[src/rtl/descrambler.sv]
// Two-lane 8b symbol descrambler with SR-based keystream resync and SR-spacing lock tracking.
// The keystream is the X^16+X^5+X^4+X^3+1 LFSR, seeded 0xFFFF, stepped 8 bits per symbol.
module descrambler #(
  parameter int unsigned SR_PERIOD = 512,
  parameter int unsigned LOCK_SR   = 2
) (
  input  logic        clk,
  input  logic        reset,
  input  logic [15:0] indata,
  input  logic [1:0]  inisk,
  output logic [15:0] outdata,
  output logic [1:0]  outisk,
  output logic        locked,
  output logic        sr_err,
  output logic [7:0]  err_cnt
);

  localparam int unsigned CNT_W  = 10;
  localparam int unsigned GOOD_W = (LOCK_SR < 2) ? 1 : $clog2(LOCK_SR + 1);
  localparam logic [CNT_W-1:0]  BS_LAST   = CNT_W'(SR_PERIOD - 1);
  localparam logic [GOOD_W-1:0] GOOD_LAST = GOOD_W'(LOCK_SR - 1);
  localparam logic [7:0]  K_BS = 8'hBC;
  localparam logic [7:0]  K_SR = 8'h1C;
  localparam logic [15:0] SEED = 16'hFFFF;
  localparam logic [15:0] TAPS = 16'h0039;

  typedef enum logic [1:0] {HUNT, CHECK, LOCKED} state_t;

  state_t              state_q, state_d;
  logic [15:0]         lfsr_q, lfsr_d;
  logic [CNT_W-1:0]    bs_cnt_q, bs_cnt_d;
  logic [GOOD_W-1:0]   good_q, good_d;
  logic [15:0]         outdata_q, outdata_d;
  logic [1:0]          outisk_q;
  logic                locked_q, locked_d;
  logic                sr_err_q, sr_err_d;
  logic [7:0]          err_cnt_q, err_cnt_d;

  logic [1:0]          is_sr, is_bs;
  logic [15:0]         lane1_state;
  logic [7:0]          key0, key1;
  logic                sr_evt, sr_good, sr_missing;

  // Eight serial LFSR steps (MSB shifted out, taps folded back in).
  function automatic logic [15:0] lfsr_adv8(input logic [15:0] s);
    logic [15:0] t;
    t = s;
    for (int i = 0; i < 8; i++) begin
      t = {t[14:0], 1'b0} ^ ({16{t[15]}} & TAPS);
    end
    return t;
  endfunction

  // The 8 key bits are the top byte shifted out MSB first, landing on symbol bit 0 first.
  function automatic logic [7:0] lfsr_key(input logic [15:0] s);
    logic [7:0] k;
    for (int i = 0; i < 8; i++) begin
      k[i] = s[15-i];
    end
    return k;
  endfunction

  // Keystream, lane decode, symbol replacement and BS-slot counting.
  always_comb begin
    is_sr       = '0;
    is_bs       = '0;
    lane1_state = SEED;
    key0        = '0;
    key1        = '0;
    lfsr_d      = lfsr_q;
    outdata_d   = '0;
    sr_evt      = 1'b0;
    sr_good     = 1'b0;
    sr_missing  = 1'b0;
    bs_cnt_d    = bs_cnt_q;

    is_sr[0] = inisk[0] && (indata[7:0]  == K_SR);
    is_sr[1] = inisk[1] && (indata[15:8] == K_SR);
    is_bs[0] = inisk[0] && (indata[7:0]  == K_BS);
    is_bs[1] = inisk[1] && (indata[15:8] == K_BS);

    key0        = lfsr_key(lfsr_q);
    lane1_state = is_sr[0] ? SEED : lfsr_adv8(lfsr_q);
    key1        = lfsr_key(lane1_state);
    lfsr_d      = is_sr[1] ? SEED : lfsr_adv8(lane1_state);

    outdata_d[7:0]  = is_sr[0] ? K_BS : (inisk[0] ? indata[7:0]  : (indata[7:0]  ^ key0));
    outdata_d[15:8] = is_sr[1] ? K_BS : (inisk[1] ? indata[15:8] : (indata[15:8] ^ key1));

    // Walk lanes in time order; the earliest SR of the cycle decides spacing.
    for (int l = 0; l < 2; l++) begin
      if (is_sr[l]) begin
        if (!sr_evt) begin
          sr_evt  = 1'b1;
          sr_good = (bs_cnt_d == BS_LAST);
        end
        bs_cnt_d = '0;
      end else if (is_bs[l]) begin
        if (bs_cnt_d == BS_LAST) begin
          sr_missing = 1'b1;
          bs_cnt_d   = '0;
        end else begin
          bs_cnt_d = bs_cnt_d + CNT_W'(1);
        end
      end
    end
  end

  // Lock FSM next-state, error pulse and saturating error count.
  always_comb begin
    state_d   = state_q;
    good_d    = good_q;
    sr_err_d  = 1'b0;
    err_cnt_d = err_cnt_q;
    locked_d  = 1'b0;

    unique case (state_q)
      HUNT: begin
        if (sr_evt) begin
          state_d = CHECK;
          good_d  = GOOD_W'(1);
        end
      end
      CHECK: begin
        if (sr_evt) begin
          if (sr_good) begin
            if (good_q >= GOOD_LAST) begin
              state_d = LOCKED;
              good_d  = GOOD_W'(LOCK_SR);
            end else begin
              good_d = good_q + GOOD_W'(1);
            end
          end else begin
            good_d = GOOD_W'(1);
          end
        end else if (sr_missing) begin
          state_d = HUNT;
          good_d  = '0;
        end
      end
      LOCKED: begin
        if (sr_evt) begin
          if (!sr_good) begin
            state_d  = CHECK;
            good_d   = GOOD_W'(1);
            sr_err_d = 1'b1;
          end
        end else if (sr_missing) begin
          state_d  = HUNT;
          good_d   = '0;
          sr_err_d = 1'b1;
        end
      end
      default: begin
        state_d = HUNT;
        good_d  = '0;
      end
    endcase

    locked_d = (state_d == LOCKED);
    if (sr_err_d && (err_cnt_q != 8'hFF)) begin
      err_cnt_d = err_cnt_q + 8'd1;
    end
  end

  // State and output registers; reset overrides any event in the same cycle.
  always_ff @(posedge clk) begin
    if (reset) begin
      state_q   <= HUNT;
      lfsr_q    <= SEED;
      bs_cnt_q  <= '0;
      good_q    <= '0;
      outdata_q <= '0;
      outisk_q  <= '0;
      locked_q  <= 1'b0;
      sr_err_q  <= 1'b0;
      err_cnt_q <= '0;
    end else begin
      state_q   <= state_d;
      lfsr_q    <= lfsr_d;
      bs_cnt_q  <= bs_cnt_d;
      good_q    <= good_d;
      outdata_q <= outdata_d;
      outisk_q  <= inisk;
      locked_q  <= locked_d;
      sr_err_q  <= sr_err_d;
      err_cnt_q <= err_cnt_d;
    end
  end

  assign outdata = outdata_q;
  assign outisk  = outisk_q;
  assign locked  = locked_q;
  assign sr_err  = sr_err_q;
  assign err_cnt = err_cnt_q;

endmodule

[config.mk]
export PLATFORM = sky130hd
export DESIGN_NAME = descrambler
export DESIGN_NICKNAME = d
export VERILOG_FILES = /design/src/rtl/descrambler.sv
export SDC_FILE = /design/constraint.sdc
export NUM_CORES = 1
export LEC_CHECK = 0
export BUFFER_PORTS_ARGS = -buffer_cell sky130_fd_sc_hd__buf_4
export CORE_MARGIN = 8
export CORE_UTILIZATION = 30
export DETAILED_ROUTE_END_ITERATION = 8
export GPL_ROUTABILITY_DRIVEN = 0
export PLACE_DENSITY = 0.48
export SLEW_MARGIN = 20
export SYNTH_ARGS = -nofsm -noshare
export SYNTH_HDL_FRONTEND = slang
export SYNTH_SLANG_ARGS = --single-unit
export TNS_END_PERCENT = 100
[constraint.sdc]
create_clock -name clk -period 7.1 [get_ports clk]
set_input_delay 0.355 -clock clk [delete_from_list [all_inputs] [get_ports clk]]
set_output_delay 0.355 -clock clk [all_outputs]
set_load 0.02 [all_outputs]
### Word-level counts from Yosys, hierarchy flattened

Cells that the tools add are included.

* register bits: 58
* bits in latches: 0
* memory bits (writable): 0
* memory bits (read-only): 0
* input bits: 20
* output and inout port bits: 28
* word-level logic and storage cells: 96
* memories kept: 0

* add/sub/neg operators: 4
* multipliers: 0
* divide/modulo/power cells: 0
* magnitude comparators: 1
* equal/unequal tests: 12
* shifts and indexed selects: 0
* mux-type cells: 41
* bitwise logic cells: 18
* reduce and logical (&&, ||, !) cells: 9

Operators with widths (number)
* XOR 16 x 6 -> 16 bit: 16
* two-way mux 10 bit: 5
* two-way mux 8 bit: 4
* two-way mux 2 bit: 14
* adder 10 x 1 -> 10 bit, second input constant: 2
* equality test 10 x 9 -> 1 bit, second input constant: 2
* equality test 8 x 5 -> 1 bit, second input constant: 2
* equality test 8 bit, second input constant: 2
* two-way mux 16 bit: 1
* XOR 8 bit: 2
* two-way mux 1 bit: 15
* case mux 2 bit (3 select lines): 2
* adder 8 x 1 -> 8 bit, second input constant: 1
* inequality test 8 bit, second input constant: 1
* logical AND 1 bit: 5
* equality test 2 bit, second input constant: 2
* OR reduction 2 bit: 2
* inequality test 3 bit, second input constant: 1
* adder 2 x 1 -> 2 bit, second input constant: 1
* equality test 2 x 1 -> 1 bit, second input constant: 1
* >= comparator 2 x 1 -> 1 bit, second input constant: 1
* zero test 2 bit: 1
* inequality test 2 bit, second input constant: 1
* AND reduction 2 bit: 1

### Longest topological paths before layout

Gate-level depths: netlist (run 1).

* depth after elaboration: 17
* mapped depth: 13
* gate-level depth less buffers: 12

### Worst setup path after synthesis (run 1)

Ideal clock, no wire load.

* path type: input -> register
* start point: input port indata[0]
* end point: register err_cnt_q[3], in the netlist err_cnt[3]
* setup time: 121 ps
* arrival: 2994 ps
* required time: 6979 ps
* setup slack: 3986 ps
* cell stages on the path: 11
* path buffers: 0
* cells stage by stage: or2_1 nor3_1 xnor2_1 nor2_1 ha_1 nand2_1 nor3_1 nand4b_2 a311o_1 nor4_2 mux2_2

* word-level cells in the longest chain between the ends: 12
* elaborated cells on any way between the ends: 22
* those cells by class: eq/ne: 3; mux: 16; reduce/logical: 3

Ends and longest elaborated chain
* start, declared: line 9 `input logic [15:0] indata,`
* equality test 8 bit: line 79 `is_bs[0] = inisk[0] && (indata[7:0] == K_BS);`
* logical AND 1 bit: line 79
* two-way mux 10 bit: line 98 `end else if (is_bs[l]) begin`
* two-way mux 10 bit: line 92 `if (is_sr[l]) begin`
* equality test 10 x 9 -> 1 bit: line 95, 99
* two-way mux 1 bit: line 99 `if (bs_cnt_d == BS_LAST) begin`
* two-way mux 1 bit: line 98
* two-way mux 1 bit: line 92
* two-way mux 1 bit: line 148 `end else if (sr_missing) begin`
* two-way mux 1 bit (*): line 142 `if (sr_evt) begin`
* two-way mux 1 bit (*): line 117 `unique case (state_q)`
* logical AND 1 bit (*): line 161 `if (sr_err_d && (err_cnt_q != 8'hFF)) begin`
* end signal, assigned: line 187 `err_cnt_q <= err_cnt_d;`
* end, declared: line 37 `logic [7:0] err_cnt_q, err_cnt_d;`

Every way passes the cells marked *; elsewhere a longest branch is shown, timed or not.
A chain may end at the register's enable or synchronous reset.

### Worst setup path after layout (run 1)

* start point: register bs_cnt_q[0]
* end point: register err_cnt_q[4], in the netlist err_cnt[4]

* word-level cells in the longest chain between the ends: 12
* elaborated cells on any way between the ends: 20
* those cells by class: add/sub: 1; eq/ne: 2; mux: 16; reduce/logical: 1

Ends and longest elaborated chain
* start, declared: line 31 `logic [CNT_W-1:0] bs_cnt_q, bs_cnt_d;`
* start signal, assigned: line 181 `bs_cnt_q <= bs_cnt_d;`
* adder 10 x 1 -> 10 bit / equality test 10 x 9 -> 1 bit (equally long branches): line 103, 95, 99
* two-way mux 10 bit: line 99
* two-way mux 10 bit: line 98
* two-way mux 10 bit: line 92
* equality test 10 x 9 -> 1 bit: line 95, 99
* two-way mux 1 bit: line 99
* two-way mux 1 bit: line 98
* two-way mux 1 bit: line 92
* two-way mux 1 bit: line 148
* two-way mux 1 bit (*): line 142
* two-way mux 1 bit (*): line 117
* logical AND 1 bit (*): line 161

Marked as above.

==> out/metrics.yaml, run 1 <==
final_nets: 458
switchingPower_w: 0.000493
maxSlewHeadroom_pct: 44.7
final_antenna_net_count: 0
yosys.area.top_type: "dfxtp_1"
grt_max_degree: 31
antenna_found_initial: 0
period_share_pct: 50.0
maxCapViolations: 0
coreArea_sq_um: 10700
ys_seq_area_share_pct: 35.5
fin_util_pct: 36.9
fin_crit_ns: 3.55
grt_usage_pct: 12.8
synth_flop_cell: "dfxtp_1"
synth_nets: 411
ys_types: 60
syn-cell-area_sq_um: 3270
drt-initial-drc-count: 154
ys_seq_elements: 58
hold_buffers: 0
netlist_top_cells_area: "dfxtp_1 (36%), xnor2_1 (13%), a21oi_1 (4.7%)"
power.density_nw_per_um2: 347
num_rows: 38
ctsRootBufferMaster: "clkbuf_8"
io_pins: 48
initial_core_util_pct: 30.4
yosys.area.top_type_share_pct: 35.5
portBuffers: 47
rsz0062_at_grt: "no"
synthToLayoutAreaGrowth_pct: 21.4
worstMarginPinSlew_ns: 0.819
arrival_ns: 3.83
n_antenna_cell: 0
clk_pin_slew_ns: 0.08
wirelength_microns: 8860
ys_warn_count: 0
place_area_sq_um: 3750
tns_ns: 0
avgSynthCellArea_sq_um: 8.43
skew_ns: 0.00758
path_class: "flip-flop to flip-flop"
max_clock_freq_mhz: 282
die-area_sq_um: 14500
seqPwrFrac_pct: 32.6
ir_worst_vdd_mv: 0.325
async_flop_share_pct: 0
cts_made_buffers: 9
p_leak_nw: 1.41
p_comb_share_pct: 42.6
vias: 2913
grt_pass1_vias: 2922
final_common_cell: "dfxtp_1"
final_cell_area_sq_um: 3970
cts.sinks: 58
postCtsSetupBuffers: 0
switching_share_pct: 35.7
reg2regPathDepth: 12
status: "finished, final reports clean"
vias_per_cell: 5.02
post_cts_resized: 0
hpwl_microns: 6730
p_int_w: 0.000886
hold_path.class: "input pin to flip-flop"
endpoint_kind: "flip-flop"
drtPass1Iterations: 4
cts_tree: "yes"
nFillCells: 1132
clk_latency_ns: 0.34
wl_per_cell_microns: 15.3
die_x_microns: 120
netlist_instances: 388
cp_max_fo: 7
grt.overflow.total: 0
drc: 0
p_total_w: 0.00138
setup_violations: 0
drive_above_1_share_pct: 17.5
slew_viol_final: 0
required_ns: 7.38
final_cell_mix: "dfxtp_1 (58), buf_4 (48), xnor2_1 (47), nor2_1 (37), nand2_1 (33)"
cts_htree_levels: 3
clockBufferDepth: 2
synth-edff-count: 0
start_kind: "flip-flop"
hold_viol_final: 0
grt_pass1_wl_microns: 15100
hold_depth: 3
pwr-share-clk_pct: 24.9
die_h_microns: 120
-- worst paths after layout --
| check | startpoint | endpoint | slack (ns) |
|---|---|---|---|
| max | bs_cnt_q[0]$_SDFF_PP0_ | err_cnt[4]$_SDFFE_PP0P_ | 3.55 |
| min reg2reg | err_cnt[6]$_SDFFE_PP0P_ | err_cnt[6]$_SDFFE_PP0P_ | 0.50 |
| min | indata[12] | outdata[12]$_SDFF_PP0_ | 0.27 |
| max reg2reg | bs_cnt_q[0]$_SDFF_PP0_ | err_cnt[4]$_SDFFE_PP0P_ | 3.55 |
-- sequential cells by signal, summed over array words and instances (netlist names), 2 cells and up --
signal,count
outisk,2
outdata,16
bs_cnt_q,10
err_cnt,8
good_q,2
state_q,2
lfsr_q,16
-- stage by stage --
step	worst slack (ns)	hold WS (ns)	cells
4_1_cts	3.56	0.272	580
2_1_floorplan	3.99	0.503	388
3_3_place_gp	3.48	0.491	564
3_5_place_dp	3.41	0.489	564
6_report	3.55	0.272	580
5_1_grt	3.21	0.300	580
-- logic make-up after synthesis --
family | Yosys count | synth area share [%]
buf+inv | 20 | 2.53
fa+ha+maj | 3 | 1.15
flops | 58 | 35.5
xor+xnor | 62 | 16.6
compound gates | 77 | 15.2
simple gates | 165 | 28.1
mux | 3 | 0.995
-- Yosys cell counts (2+ instances only) --
master / n
a21oi_1: 31
a31o_2: 2
and3_1: 5
clkbuf_1: 11
dfxtp_1: 58
ha_1: 3
inv_1: 8
mux2_2: 2
nand2_1: 33
nand2b_1: 2
nand3_1: 14
nand3b_1: 3
nand4_1: 7
nand4b_1: 5
nor2_1: 37
nor2b_1: 11
nor3_1: 15
nor3b_1: 3
nor4_1: 4
nor4_2: 2
o211ai_1: 2
o21ai_0: 17
o21bai_1: 2
o31ai_1: 5
o41ai_1: 3
or3_1: 5
or4_1: 5
xnor2_1: 47
xor2_1: 15
-- routing by layer --
metal	part of all wire (%)	GRT usage, %	wire length [microns]
met4	1.4	4.22	120
met5	0	0	0
met1	47	16.4	4160
met3	4.9	3.40	434
met2	47	20.5	4140
-- power groups by stage --
stage                     combinational [W]  sequential, W  clock [W]
after floorplan                    0.000453       0.000468          0
after global placement             0.000590       0.000459          0
after detailed placement           0.000592       0.000459          0
after CTS                          0.000596       0.000452   0.000351
after global routing               0.000653       0.000460   0.000367
final                              0.000587       0.000449   0.000343
-- cell type report --
| class | count | area (sq um) | area share [%] |
|---|---|---|---|
| Multi-Input combinational cell | 310 | 2030 | 51.0 |
| Clock inverter | 7 | 93.8 | 2.36 |
| Inverter | 8 | 30.0 | 0.756 |
| Sequential cell | 58 | 1160 | 29.2 |
| Tap cell | 140 | 175 | 4.41 |
| Timing Repair Buffer | 48 | 360 | 9.08 |
| Clock buffer | 9 | 124 | 3.12 |
-- critical path: stages, from the launching register on --
cell	delay [ns]
dfxtp_1	0.40
ha_1	0.25
nand2_1	0.11
nor4_1	0.36
o21a_1	0.36
a21oi_1	0.12
ha_1	0.24
nand3_1	0.07
nor3_1	0.06
nand4b_1	0.18
nor4bb_1	0.68
or4b_1	0.49
a21oi_1	0.15
(Power assumes the default switching activity.)
==> run 2: changes to the inputs <==
--- a/config.mk
+++ b/config.mk
@@ -10,7 +10,7 @@
 export CORE_UTILIZATION = 30
 export DETAILED_ROUTE_END_ITERATION = 8
 export GPL_ROUTABILITY_DRIVEN = 0
-export PLACE_DENSITY = 0.48
+export PLACE_DENSITY = 0.5
 export SLEW_MARGIN = 20
 export SYNTH_ARGS = -nofsm -noshare
 export SYNTH_HDL_FRONTEND = slang
==> constraint.sdc (replaced) <==
create_clock -name clk -period 3.18 [get_ports clk]
set_input_delay 0.159 -clock clk [delete_from_list [all_inputs] [get_ports clk]]
set_output_delay 0.159 -clock clk [all_outputs]
set_load 0.02 [all_outputs]
==> run 2 against run 1 <==
  * Fmax increased by 17%
  * Largest cell class unchanged
  * First-iteration DRC count decreased by 5.8%
  * Core utilization increased by 1.2 points
  * Cell area increased by 3.2%
  * Count of clock-buffer cells in the layout increased by 3
  * Critical path type unchanged
  * Flip-flop and latch count unchanged
  * Sequential share of layout area decreased by 0.89 points
  * Via count increased by 5.0%
==> out/metrics.yaml, run 2 (synthesized netlist as in run 1, its figures left out) <==
worst_path_largest_cell_delay_ns: 0.53  # -0.15 ns
period_share_pct: 95.3  # +45 points
slew_viol_final: 0  # unchanged
grt_usage_pct: 13.3  # +0.48 points
rsz0062_at_grt: "yes"
wl_met2_microns: 4570  # +10%
wirelength_microns: 9380  # +5.9%
synthToLayoutAreaGrowth_pct: 25.3
place_ws_ns: 0.0894  # -3.32 ns
n_antenna_cell: 0  # unchanged
die_h_microns: 120  # unchanged
wl_met1_microns: 4380  # +5.2%
coreArea_sq_um: 10700  # unchanged
multi_input_area_sq_um: 2070  # +2.3%
skew_ns: 0.0135  # +0.00594 ns
final_antenna_net_count: 0  # unchanged
wl_met3_microns: 343  # -21%
hold_buffers: 0  # unchanged
vias: 3058  # +5.0%
endpoint_kind: "flip-flop"
cts_made_buffers: 9  # unchanged
hold_viol_final: 0  # unchanged
fin_hold_ws_ns: 0.0784  # -0.193 ns
path_class: "flip-flop to flip-flop"
ctsRootBufferMaster: "clkbuf_8"
grt_max_degree: 31  # unchanged
final_nets: 472  # +3.1%
drive_above_1_share_pct: 21.1  # +3.6 points
final_common_cell: "buf_4"
regArea_sq_um: 1160  # unchanged
final_cell_mix: "buf_4 (62), dfxtp_1 (58), xnor2_1 (47), nor2_1 (37), nand2_1 (33)"
cts_tree: "yes"
wl_per_cell_microns: 15.8  # +3.4%
vias_per_cell: 5.15  # +2.5%
fin_util_pct: 38.1  # +1.2 points
clk_pin_slew_ns: 0.08  # about the same
p_leak_nw: 1.50  # +5.8%
maxCapViolations: 0  # unchanged
crit_buf_inv: 2  # +2
r2r_slack_ns: 0.15  # -3.40 ns
grt_pass1_wl_microns: 15600  # +3.4%
die_x_microns: 120  # unchanged
fin_ws_ns: 0.149  # -3.40 ns
clk_latency_ns: 0.35  # about the same
drt-initial-drc-count: 145  # -5.8%
maxSlewHeadroom_pct: 58.5  # +14 points
grt.overflow.total: 0  # unchanged
setup_violations: 0  # unchanged
place_area_sq_um: 3860  # +2.8%
drc: 0  # unchanged
portBuffers: 47  # unchanged
cp_common_cell: "buf_4"
power.density_nw_per_um2: 729  # +110%
die-area_sq_um: 14500  # unchanged
hpwl_microns: 7050  # +4.7%
num_rows: 38  # unchanged
clockBufferDepth: 2  # unchanged
start_kind: "flip-flop"
worstMarginPinSlew_ns: 0.621  # -0.198 ns
crit_family: "simple AND/OR/NAND/NOR gates"
arrival_ns: 3.30  # -0.53 ns
io_pins: 48  # unchanged
final_cell_area_sq_um: 4100  # +3.2%
cts.sinks: 58  # unchanged
fin_crit_ns: 3.03  # -0.521 ns
grt_pass1_vias: 3059  # +4.7%
required_ns: 3.45  # -3.93 ns
crit_path_cell_trace: "ha_1 -> nand3_1 -> or4_4 -> a2111oi_4 -> buf_4 -> nand4b_1 -> nor4bb_4 -> buf_4 -> a31o_2 -> a21oi_1"
drtPass1Iterations: 4  # unchanged
cp_slowest_cell: "or4_4"
hold_path.class: "input pin to flip-flop"
cts_htree_levels: 3  # unchanged
initial_core_util_pct: 30.4  # unchanged
antenna_found_initial: 0  # unchanged
status: "finished, final reports clean"
max_clock_freq_mhz: 330  # +17%
highest_layer: "met4"
cp_max_fo: 5  # -2
nFillCells: 1163  # +2.7%
ir_worst_vdd_mv: 0.555  # +71%
[run 2: metal layers]
metal	vias to the layer above	GRT usage, %
met5	-	0
met4	0	5.00
met3	10	3.22
met2	45	21.6
met1	1485	16.7
li1	1518	-
[run 2: power breakdown]
group          leakage (nW)  internal [W]  switching (W)  total, W
sequential            0.477      0.000879       0.000128   0.00101
combinational         0.925      0.000662       0.000660   0.00132
clock                0.0944      0.000344       0.000312  0.000656
total                  1.50       0.00188        0.00110   0.00298
[run 2: final cells by class]
type,instances,area share [%]
Inverter,8,0.733
Clock inverter,4,0.611
Multi-Input combinational cell,310,50.6
Clock buffer,12,4.03
Tap cell,140,4.28
Timing Repair Buffer,62,11.4
Sequential cell,58,28.4
[run 2: path summary, 6_finish.rpt]
| check | endpoint | cells after the start | start |
|---|---|---|---|
| worst max-delay path | err_cnt[5]$_SDFFE_PP0P_ | 10 | bs_cnt_q[0]$_SDFF_PP0_ |
| worst min-delay path | outdata[14]$_SDFF_PP0_ | 3 | indata[14] |
| worst max register to register | err_cnt[5]$_SDFFE_PP0P_ | 10 | bs_cnt_q[0]$_SDFF_PP0_ |
| worst min register to register | err_cnt[6]$_SDFFE_PP0P_ | 2 | err_cnt[6]$_SDFFE_PP0P_ |
[run 2: worst min-delay path, cell delays in order]
cell and delay, ns:
buf_4 0.09, xnor2_1 0.06, nor2_1 0.08
[run 2: stage by stage]
stage	total power (W)	TNS, ns	cells
final	0.00298	0	594
after global routing	0.00321	-0.0458	594
after CTS	0.00302	0	594
after detailed placement	0.00235	0	578
after global placement	0.00234	0	578
after floorplan	0.00206	0	388
[run 2: repair_timing]
action                                  in CTS  in global routing
buffers inserted                             0                  0
endpoints found under the setup margin       0                  8
endpoints found under the hold margin        0                  0
resized for setup                            0                  7
